$ cat config.mk
export PLATFORM = sky130hd
export DESIGN_NAME = irq_entry_ctrl
export DESIGN_NICKNAME = d
export VERILOG_FILES = /design/src/rtl/nvic_pkg.sv /design/src/rtl/irq_prio_arbiter.sv /design/src/rtl/irq_entry_ctrl.sv
export SDC_FILE = /design/constraint.sdc
export NUM_CORES = 1
export LEC_CHECK = 0
export ABC_AREA = 1
export BUFFER_PORTS_ARGS = -buffer_cell sky130_fd_sc_hd__buf_2
export CAP_MARGIN = 20
export CORE_MARGIN = 2
export CORE_UTILIZATION = 50
export CTS_BUF_LIST = sky130_fd_sc_hd__clkbuf_4 sky130_fd_sc_hd__clkbuf_8
export DETAILED_ROUTE_END_ITERATION = 10
export GPL_TIMING_DRIVEN = 0
export HOLD_SLACK_MARGIN = 0.06
export PLACE_DENSITY = 0.75
export SLEW_MARGIN = 40
export SYNTH_ARGS = -nofsm -noshare
export SYNTH_HDL_FRONTEND = slang
export SYNTH_SLANG_ARGS = --single-unit
$ cat constraint.sdc
create_clock -name clk -period 2.2 [get_ports clk]
set_input_delay 0.22 -clock clk [delete_from_list [all_inputs] [get_ports clk]]
set_output_delay 0.22 -clock clk [all_outputs]
set_load 0.02 [all_outputs]
$ cat src/rtl/nvic_pkg.sv
// nvic_pkg: shared defaults, FSM state and nesting-stack entry type for the
// interrupt entry path.
//   DEF_*        default parameter values for the entry controller
//   PRIO_THREAD  running priority when no handler is active (2**PRIO_W)
//   state_t      entry FSM states
//   stk_entry_t  one nesting-stack slot {irq index, priority}
package nvic_pkg;
    localparam int DEF_NUM_IRQ   = 8;
    localparam int DEF_PRIO_W    = 4;
    localparam int DEF_VECT_BASE = 16;
    localparam int DEF_MAX_NEST  = 4;
    localparam int DEF_IRQ_W     = $clog2(DEF_NUM_IRQ);
    localparam logic [DEF_PRIO_W:0] PRIO_THREAD = {1'b1, {DEF_PRIO_W{1'b0}}};

    typedef enum logic {ARB, REQ} state_t;

    typedef struct packed {
        logic [DEF_IRQ_W-1:0]  irq;
        logic [DEF_PRIO_W-1:0] prio;
    } stk_entry_t;
endpackage

$ cat src/rtl/irq_prio_arbiter.sv
// irq_prio_arbiter: combinational pick of the active IRQ with the lowest
// priority value, lowest index on ties.
//   interrupt_active  enabled-and-pending vector
//   ipr               packed priority fields, IRQ n at [n*PRIO_W +: PRIO_W]
//   winner_valid      any IRQ active
//   winner_idx        winning IRQ index
//   winner_prio       winning IRQ priority
module irq_prio_arbiter #(
    parameter int NUM_IRQ = 8,
    parameter int PRIO_W  = 4,
    parameter int IDX_W   = 3
) (
    input  logic [NUM_IRQ-1:0]        interrupt_active,
    input  logic [NUM_IRQ*PRIO_W-1:0] ipr,
    output logic                      winner_valid,
    output logic [IDX_W-1:0]          winner_idx,
    output logic [PRIO_W-1:0]         winner_prio
);
    // Scanning upward with a strict compare keeps the lower index on ties.
    always_comb begin
        winner_valid = 1'b0;
        winner_idx   = '0;
        winner_prio  = '0;
        for (int i = 0; i < NUM_IRQ; i++) begin
            if (interrupt_active[i] && (!winner_valid || ipr[i*PRIO_W +: PRIO_W] < winner_prio)) begin
                winner_valid = 1'b1;
                winner_idx   = IDX_W'(i);
                winner_prio  = ipr[i*PRIO_W +: PRIO_W];
            end
        end
    end
endmodule

$ cat src/rtl/irq_entry_ctrl.sv
// irq_entry_ctrl: arbitrates active IRQs, requests handler entry from the core,
// clears the pending bit on acceptance and tracks nested handler priority.
//   clk, rst          clock; asynchronous active-low reset
//   interrupt_active  enabled-and-pending vector from the NVIC
//   IPR               packed priority fields, lower value = higher priority
//   primask           blocks new entries
//   core_ack          core accepts the pending request
//   exc_return        core leaves the current handler
//   core_req          entry request to the core
//   core_exc_num      exception number of the request (VECT_BASE + irq)
//   clr_pend          one-hot pulse clearing the accepted IRQ's pending bit
//   cur_prio          running priority, 2**PRIO_W in thread mode
//   nest_depth        handlers on the stack
//   nest_err          pulse on exc_return with an empty stack
module irq_entry_ctrl
    import nvic_pkg::*;
#(
    parameter int NUM_IRQ   = DEF_NUM_IRQ,
    parameter int PRIO_W    = DEF_PRIO_W,
    parameter int VECT_BASE = DEF_VECT_BASE,
    parameter int MAX_NEST  = DEF_MAX_NEST
) (
    input  logic                          clk,
    input  logic                          rst,
    input  logic [NUM_IRQ-1:0]            interrupt_active,
    input  logic [NUM_IRQ*PRIO_W-1:0]     IPR,
    input  logic                          primask,
    input  logic                          core_ack,
    input  logic                          exc_return,
    output logic                          core_req,
    output logic [7:0]                    core_exc_num,
    output logic [NUM_IRQ-1:0]            clr_pend,
    output logic [PRIO_W:0]               cur_prio,
    output logic [$clog2(MAX_NEST+1)-1:0] nest_depth,
    output logic                          nest_err
);
    localparam int IRQ_W   = NUM_IRQ > 1 ? $clog2(NUM_IRQ) : 1;
    localparam int DEPTH_W = $clog2(MAX_NEST+1);
    localparam int SLOT_W  = MAX_NEST > 1 ? $clog2(MAX_NEST) : 1;
    localparam logic [PRIO_W:0] THREAD = {1'b1, {PRIO_W{1'b0}}};

    state_t             state;
    logic [IRQ_W-1:0]   lat_irq;
    logic [PRIO_W-1:0]  lat_prio;
    stk_entry_t         stack [MAX_NEST];
    logic               win_valid;
    logic [IRQ_W-1:0]   win_idx;
    logic [PRIO_W-1:0]  win_prio;
    logic               pop_ok;
    logic [DEPTH_W-1:0] depth_pop;
    logic [PRIO_W:0]    prio_pop;
    logic               ack;
    logic               withdraw;
    logic               preempt;

    irq_prio_arbiter #(.NUM_IRQ(NUM_IRQ), .PRIO_W(PRIO_W), .IDX_W(IRQ_W)) u_arb (
        .interrupt_active(interrupt_active),
        .ipr(IPR),
        .winner_valid(win_valid),
        .winner_idx(win_idx),
        .winner_prio(win_prio)
    );

    // Return is applied before a same-cycle push, so the push lands in the
    // slot freed by the pop and depth is unchanged.
    assign pop_ok    = exc_return && nest_depth != '0;
    assign depth_pop = nest_depth - DEPTH_W'(pop_ok);
    assign prio_pop  = depth_pop == '0 ? THREAD : {1'b0, stack[SLOT_W'(depth_pop - DEPTH_W'(1))].prio};
    assign ack       = state == REQ && core_ack;
    assign withdraw  = state == REQ && (!interrupt_active[lat_irq] || primask);
    assign preempt   = win_valid && {1'b0, win_prio} < cur_prio && !primask && nest_depth < DEPTH_W'(MAX_NEST);

    always_ff @(posedge clk or negedge rst) begin
        if (!rst) begin
            state        <= ARB;
            core_req     <= 1'b0;
            core_exc_num <= '0;
            clr_pend     <= '0;
            cur_prio     <= THREAD;
            nest_depth   <= '0;
            nest_err     <= 1'b0;
            lat_irq      <= '0;
            lat_prio     <= '0;
            for (int i = 0; i < MAX_NEST; i++) stack[i] <= '0;
        end else begin
            clr_pend <= '0;
            nest_err <= exc_return && nest_depth == '0;
            if (ack) begin
                stack[SLOT_W'(depth_pop)] <= '{irq: lat_irq, prio: lat_prio};
                nest_depth                <= depth_pop + DEPTH_W'(1);
                cur_prio                  <= {1'b0, lat_prio};
                clr_pend                  <= NUM_IRQ'(1) << lat_irq;
            end else if (pop_ok) begin
                nest_depth <= depth_pop;
                cur_prio   <= prio_pop;
            end
            if (state == ARB && preempt) begin
                state        <= REQ;
                core_req     <= 1'b1;
                lat_irq      <= win_idx;
                lat_prio     <= win_prio;
                core_exc_num <= 8'(VECT_BASE) + 8'(win_idx);
            end else if (ack || withdraw) begin
                state    <= ARB;
                core_req <= 1'b0;
            end
        end
    end
endmodule

; After elaboration in Yosys (flattened, before gate mapping)
; Cells that the tools add are included.
[totals]
regBits = 61
input_bits = 45
out_inout_bits = 26
elab_cells = 115
[op_classes]
add_sub_neg = 4
order_cmp = 13
shifts = 1
mux = 39
bitwise_logic = 3
n_reduce_logical = 39
[op_table]
columns = op, count
row1 = 4-bit 2-to-1 mux, 10
row2 = 28-bit bitwise mux, 1
row3 = 4-bit less-than comparator, 7
row4 = 3-bit 2-to-1 mux, 6
row5 = 1-bit logical AND, 16
row6 = 5-bit 2-to-1 mux, 3
row7 = 7-bit binary-select mux with 2-bit select, 1
row8 = 7-bit demux with 2-bit select, 1
row9 = 1-bit 2-to-1 mux, 12
row10 = 1-bit logical NOT, 9
row11 = 1-bit logical OR, 9
row12 = 8-bit 2-to-1 mux, 1
row13 = "1-bit by 3-bit left shift with 8-bit output, first input constant", 1
row14 = 7-bit 2-to-1 mux, 1
row15 = "5-bit by 3-bit adder with 6-bit output, first input constant", 1
row16 = "3-bit >= comparator, second input constant", 2
row17 = 3-bit logical NOT, 2
row18 = 2-bit NOT with 3-bit output, 2
row19 = 4-bit by 5-bit less-than comparator with 1-bit output, 1
row20 = "3-bit by 4-bit less-than comparator with 1-bit output, second input constant", 1
row21 = 2-bit 2-to-1 mux, 2
row22 = 2-bit nonzero test, 2
row23 = "3-bit by 1-bit adder with 3-bit output, second input constant", 1
row24 = 1-bit binary-select mux with 3-bit select, 1
row25 = 6 further kinds, 6

; Longest topological paths before layout
[logic_depth]
ltp_word = 35
ltp_mapped = 74
mapped_depth_nobuf = 74

; Modules after synthesis
; A second synthesis with hierarchy kept.
[hier_totals]
hier_cells = 454
area_unflattened_um2 = 3246.9
[modules_own_cells]
columns = mod, instances, cells_per_inst, area_per_inst_um2, seq_area_each_um2
row1 = irq_entry_ctrl, 1, 253, 2132.0, 1052.3
row2 = irq_prio_arbiter, 1, 201, 1114.8, 0.0

; Worst setup path after synthesis
; Ideal clock, no wire load.
[synth_timing]
kind = input to register
startpoint = in interrupt_active[0]
endpoint = reg lat_irq[0]
setup_time_ps = 118
arrival_time_ps = 7108
required_time_ps = 2082
setup_slack_ps = -5025
cell_stages = 62
n_path_buf = 0
cell_sequence = nand2_1 ha_1 a21oi_1 nand2_1 nand2_1 nand2_2 o21ai_0 ha_1 nand2_1 inv_1 nand2_1 nand2_1 nand2_2 nand2_4 o21ai_0 ha_1 a21oi_1 nand2_1 [... 26 more ...] a21oi_1 inv_1 ha_1 nand2_1 nand2_1 nand2_1 nand2_1 nand2_2 nand2_4 nor2_1 a21oi_1 ha_1 a2111oi_0 o221ai_1 clkinv_1 nand2_4 nand2_1 nand2_1
[synth_via]
elab_chain_cells = 34
word_cells_on_any_way = 56
cone_classes = order compare (8) / mux (23) / reduce/logical (25)
[synth_rtl]
columns = item, line_no
row1 = from (decl), irq_entry_ctrl.sv:25  ; input logic [NUM_IRQ-1:0] interrupt_active,
row2 = 4-bit 2-to-1 mux / 1-bit 2-to-1 mux (equally long branches), irq_prio_arbiter.sv:25  ; if (interrupt_active[i] && (!winner_valid || ipr[i*PRIO_W +: PRIO_W] < winner_prio)) begin
row3 = 4-bit less-than comparator / 1-bit logical NOT (equally long branches), irq_prio_arbiter.sv:25
row4 = 1-bit logical OR, irq_prio_arbiter.sv:25
row5 = 1-bit logical AND, irq_prio_arbiter.sv:25
row6 = 4-bit 2-to-1 mux / 1-bit 2-to-1 mux (equally long branches), irq_prio_arbiter.sv:25
row7 = 4-bit less-than comparator / 1-bit logical NOT (equally long branches), irq_prio_arbiter.sv:25
row8 = 1-bit logical OR, irq_prio_arbiter.sv:25
row9 = 1-bit logical AND, irq_prio_arbiter.sv:25
row10 = [... 17 more ...], n/a
row11 = 4-bit less-than comparator / 1-bit logical NOT (equally long branches), irq_prio_arbiter.sv:25
row12 = 1-bit logical OR, irq_prio_arbiter.sv:25
row13 = 1-bit logical AND, irq_prio_arbiter.sv:25
row14 = 4-bit 2-to-1 mux *, irq_prio_arbiter.sv:25
row15 = net u_arb.winner_prio[3], irq_prio_arbiter.sv:17  ; output logic [PRIO_W-1:0] winner_prio
row16 = 4-bit by 5-bit less-than comparator with 1-bit output *, irq_entry_ctrl.sv:71  ; assign preempt = win_valid && {1'b0, win_prio} < cur_prio && !primask && nest_depth < DEPTH_W'(MAX_NEST);
row17 = 1-bit logical AND * (3 in a row), irq_entry_ctrl.sv:71
row18 = 1-bit logical AND *, irq_entry_ctrl.sv:97  ; if (state == ARB && preempt) begin
row19 = to (signal assigned), irq_entry_ctrl.sv:100  ; lat_irq <= win_idx;
row20 = to (decl), irq_entry_ctrl.sv:43  ; logic [IRQ_W-1:0] lat_irq;
; Mark *: on every way through the listed nets, which the timed path passes. The rest lies on a longest branch.
; A chain may end at the register's enable or synchronous reset.

; Worst setup path after layout
; Ends and elaborated chain as after synthesis.

==> metrics.md <==
| Metric | Value |
|---|---|
| Max-slew violations | `0` |
| Number of setup violations in the final report | `9` |
| Violated checks | `negative setup slack` |
| Tmin final | `between 7 and 8 ns` |
| Die Wd | `slightly above 80 um` |
| RR Endpoint | `cur_prio[2]` |
| Cell Rows | `28` |
| Fmax | `0.129 GHz` |
| Tot Pwr | `5.50 mW` |
| PortBufs | `between 60 and 70` |
| Final WS setup | `-5.53 ns` |
| Vias per Instance | `approximately 5.6` |
| Worst Clk Skew | `0.0113 ns` |
| Worst R2R Path Depth | `12` |
| Switching Power | `between 2 and 3 mW` |
| Synthesized instance count | `430` |
| Hold path start | `exc_return` |
| Cell-internal power | `about 3.0 mW` |
| Status | `finished with violations` |
| Die area | `between 6000 and 7000 sq um` |
| Die H | `about 83 um` |
| Clk_lat worst skew | `0.30 ns` |
| DR WL/cell | `between 15 and 20 um` |
| Sequential share of power | `0.227` |
| Clock tree from TritonCTS | `yes` |
| Core Area | `roughly 6000 sq um` |
| Lkg Pwr | `approximately 2.4 nW` |
| Clock-pin slew on the worst setup and hold paths | `0.09 ns` |
| End of the worst hold path | `nest_err` |
| RR Startpoint | `nest_depth[2]` |
| Layout cell share with drive strength beyond 1 | `0.459` |
| Synthesized area per cell | `7.19 sq um` |
| Vias in the first global route | `3,116` |
| Clock power share | `0.134` |
| Placed Cells incl. Taps | `between 500 and 600` |
| Worst Path Max Fanout | `7` |
| 1st-pass router iterations | `5` |
| Synth cell types | `30` |
| Root Driver | `clkbuf_8` |
| Top-level I/O count | `71` |
| GRT overflow | `0` |
| Initial antenna violation count | `0` |
| Worst min-delay path class | `input port to flip-flop` |
| Hold Crit Depth | `3` |
| Diodes inserted | `0` |
| CTS sink count | `42` |
| Vias | `roughly 3,500` |
| Crit path DAT | `approximately 8 ns` |
| WP data required | `roughly 2.4 ns` |
| Yosys warnings | `0` |
| CP max stage cell | `ha_1` |
| Routability cong. | `~0.84` |
| Post-DP HPWL | `5750 um` |
| Worst slew pin tran | `roughly 0.52 ns` |
| Commonest non-fill, non-tap cells in the layout | `82 x nand2_1, 61 x buf_2, 48 x inv_1, 46 x buf_4, 40 x dfrtp_1` |
| Final Hold Vio Count | `0` |
| FF+latch count, synth | `42` |
| Total track usage | `0.256` |
| Sw Ratio | `0.462` |
| RSZ-0062 raised after global routing | `yes` |
| Power Density | `1160 nW/um^2` |
| H-Tree Depth | `2` |
| Placed inst area | `between 3000 and 4000 sq um` |
| Non-Filler Instances | `628` |
| Fin nets | `roughly 630` |
| Reg2reg setup slack | `around 0.080 ns` |
| DRC | `0` |
| Finished Cell Area | `roughly 4700 sq um` |
| IR drop worst, VDD | `around 0.9 mV` |
| Post-route clock period utilization | `3.52` |
| TritonCTS Buffers | `5` |
| Max Root-Sink Buffers | `2` |
| CP endpoint kind | `flip-flop` |
| Starting DRT DRC Count | `between 150 and 200` |
| Critical path class | `input port to flip-flop` |
| Combinational share of power | `0.640` |
| Worst Setup Start Kind | `input port` |
| Slowest stage delay, CP | `0.30 ns` |
| Starting Density | `0.519` |
| Remaining antenna violation count | `0` |
| Area growth syn-to-layout | `52.9%` |
| Most common cell after layout, fill and taps aside | `nand2_1` |
| Seq/Total Area, Yosys | `0.340` |
| Final wirelength | `around 10,000 um` |
| Global-route wire length before repair | `13,600 um` |
| Slew margin rel. | `0.656` |
| Max Cap Viol | `0` |
| Pin count of the biggest net entering global routing | `43` |
| Cell area after synthesis | `a little over 3000 sq um` |
power by group through the flow:
stage / registers, mW / logic [mW] / clock network (mW)
floorplan: 1.35 / 1.68 / 0
global placement: 1.25 / 2.34 / 0
detailed placement: 1.26 / 2.41 / 0
CTS: 1.24 / 2.94 / 0.732
global route: 1.29 / 3.83 / 0.779
finish: 1.25 / 3.52 / 0.735
through the flow:
step                      worst slack [ns]  hold slack, ns  setup TNS, ns   util
after global routing                 -5.97           0.141         -53.48  0.794
after global placement               -5.63           0.392         -51.38  0.616
after detailed placement             -5.77           0.233         -52.83  0.616
final                                -5.53           0.132         -49.45  0.794
after floorplan                      -4.63         -0.0756         -41.55      -
after CTS                            -4.99           0.127         -44.63  0.731
cell type report:
class / count / area (sq um)
repair buffers: 111 / 718
fillers: 355 / 1230
clock buffers: 5 / 68.8
multi-input cells: 326 / 2450
plain buffers: 7 / 43.8
inverters: 59 / 229
flip-flops and latches: 42 / 1050
well taps: 75 / 93.8
clock inverters: 3 / 68.8
sequential cells by signal (all words and copies together), names as in the netlist:
register,cells
clr_pend,8
stack,16
state,1
cur_prio,5
nest_depth,3
lat_prio,4
core_exc_num,2
nest_err,1
lat_irq,2
worst max-delay path by stage:
stage,startpoint,endpoint,slack [ns],cells after the start
6_report,interrupt_active[0],lat_irq[0],-5.53,66
5_1_grt,interrupt_active[0],lat_prio[1],-5.97,70
4_1_cts,interrupt_active[0],lat_irq[1],-4.99,72
3_5_place_dp,interrupt_active[0],lat_prio[1],-5.77,65
3_3_place_gp,interrupt_active[0],lat_prio[0],-5.63,63
2_1_floorplan,interrupt_active[0],lat_irq[1],-4.63,66
per-layer routing:
metal / wire length, um / track usage / up-vias
met1: 3960 / 0.284 / 1653
li1: - / - / 1637
met5: 0 / 0 / -
met3: 533 / 0.0391 / 42
met2: 5420 / 0.484 / 162
met4: 380 / 0.102 / 0
synth_stat cells:
library cell  number  area, sq um
o21bai_1           1         7.51
clkinv_1           3         11.3
o221ai_1           6         52.6
inv_1             56          210
nor2_1            34          128
nand2_2           13         81.3
o22ai_1            5         31.3
dfstp_2            1         26.3
clkbuf_1           2         7.51
or2_2              4         25.0
and2_1             1         6.26
a221oi_1           1         8.76
nand2_4            9          101
a21boi_0           1         7.51
nor3b_1            1         7.51
a21oi_1           11         55.1
nand2_1          123          462
clkbuf_2           1         5.00
a22oi_1            3         22.5
ha_1              28          350
o211ai_1           2         15.0
dfrtp_1           41         1030
nand3b_1           1         7.51
nand3_1           34          170
nand3_2            2         20.0
conb_1             1         3.75
buf_4              4         30.0
a2111oi_0          1         8.76
xnor2_1            1         8.76
o21ai_0           39          195
timing repair:
action,CTS,global route
hold endpoints to repair,41,0
gates cloned,1,0
hold buffers,1,0
buffers inserted,28,17
pin swaps,37,81
setup endpoints to repair,14,14
gates resized for setup,60,63
kinds of logic after synthesis:
family          count (synthesis)  share of synthesized area
other cells                     1                    0.00121
simple gates                  222                      0.326
xor+xnor                        1                    0.00283
compound gates                 70                      0.131
buf+inv                        66                     0.0854
fa+ha+maj                      28                      0.113
flops                          42                      0.340
worst max-delay path, delay by kind of cell:
| kind | cells | cell delay [ns] |
|---|---|---|
| and+or+nand+nor | 37 | 3.07 |
| adders and majority gates | 8 | 2.08 |
| AOI/OAI and AO/OA | 12 | 1.83 |
| buffers and inverters | 9 | 0.72 |
Power figures use the tool's default switching activity.
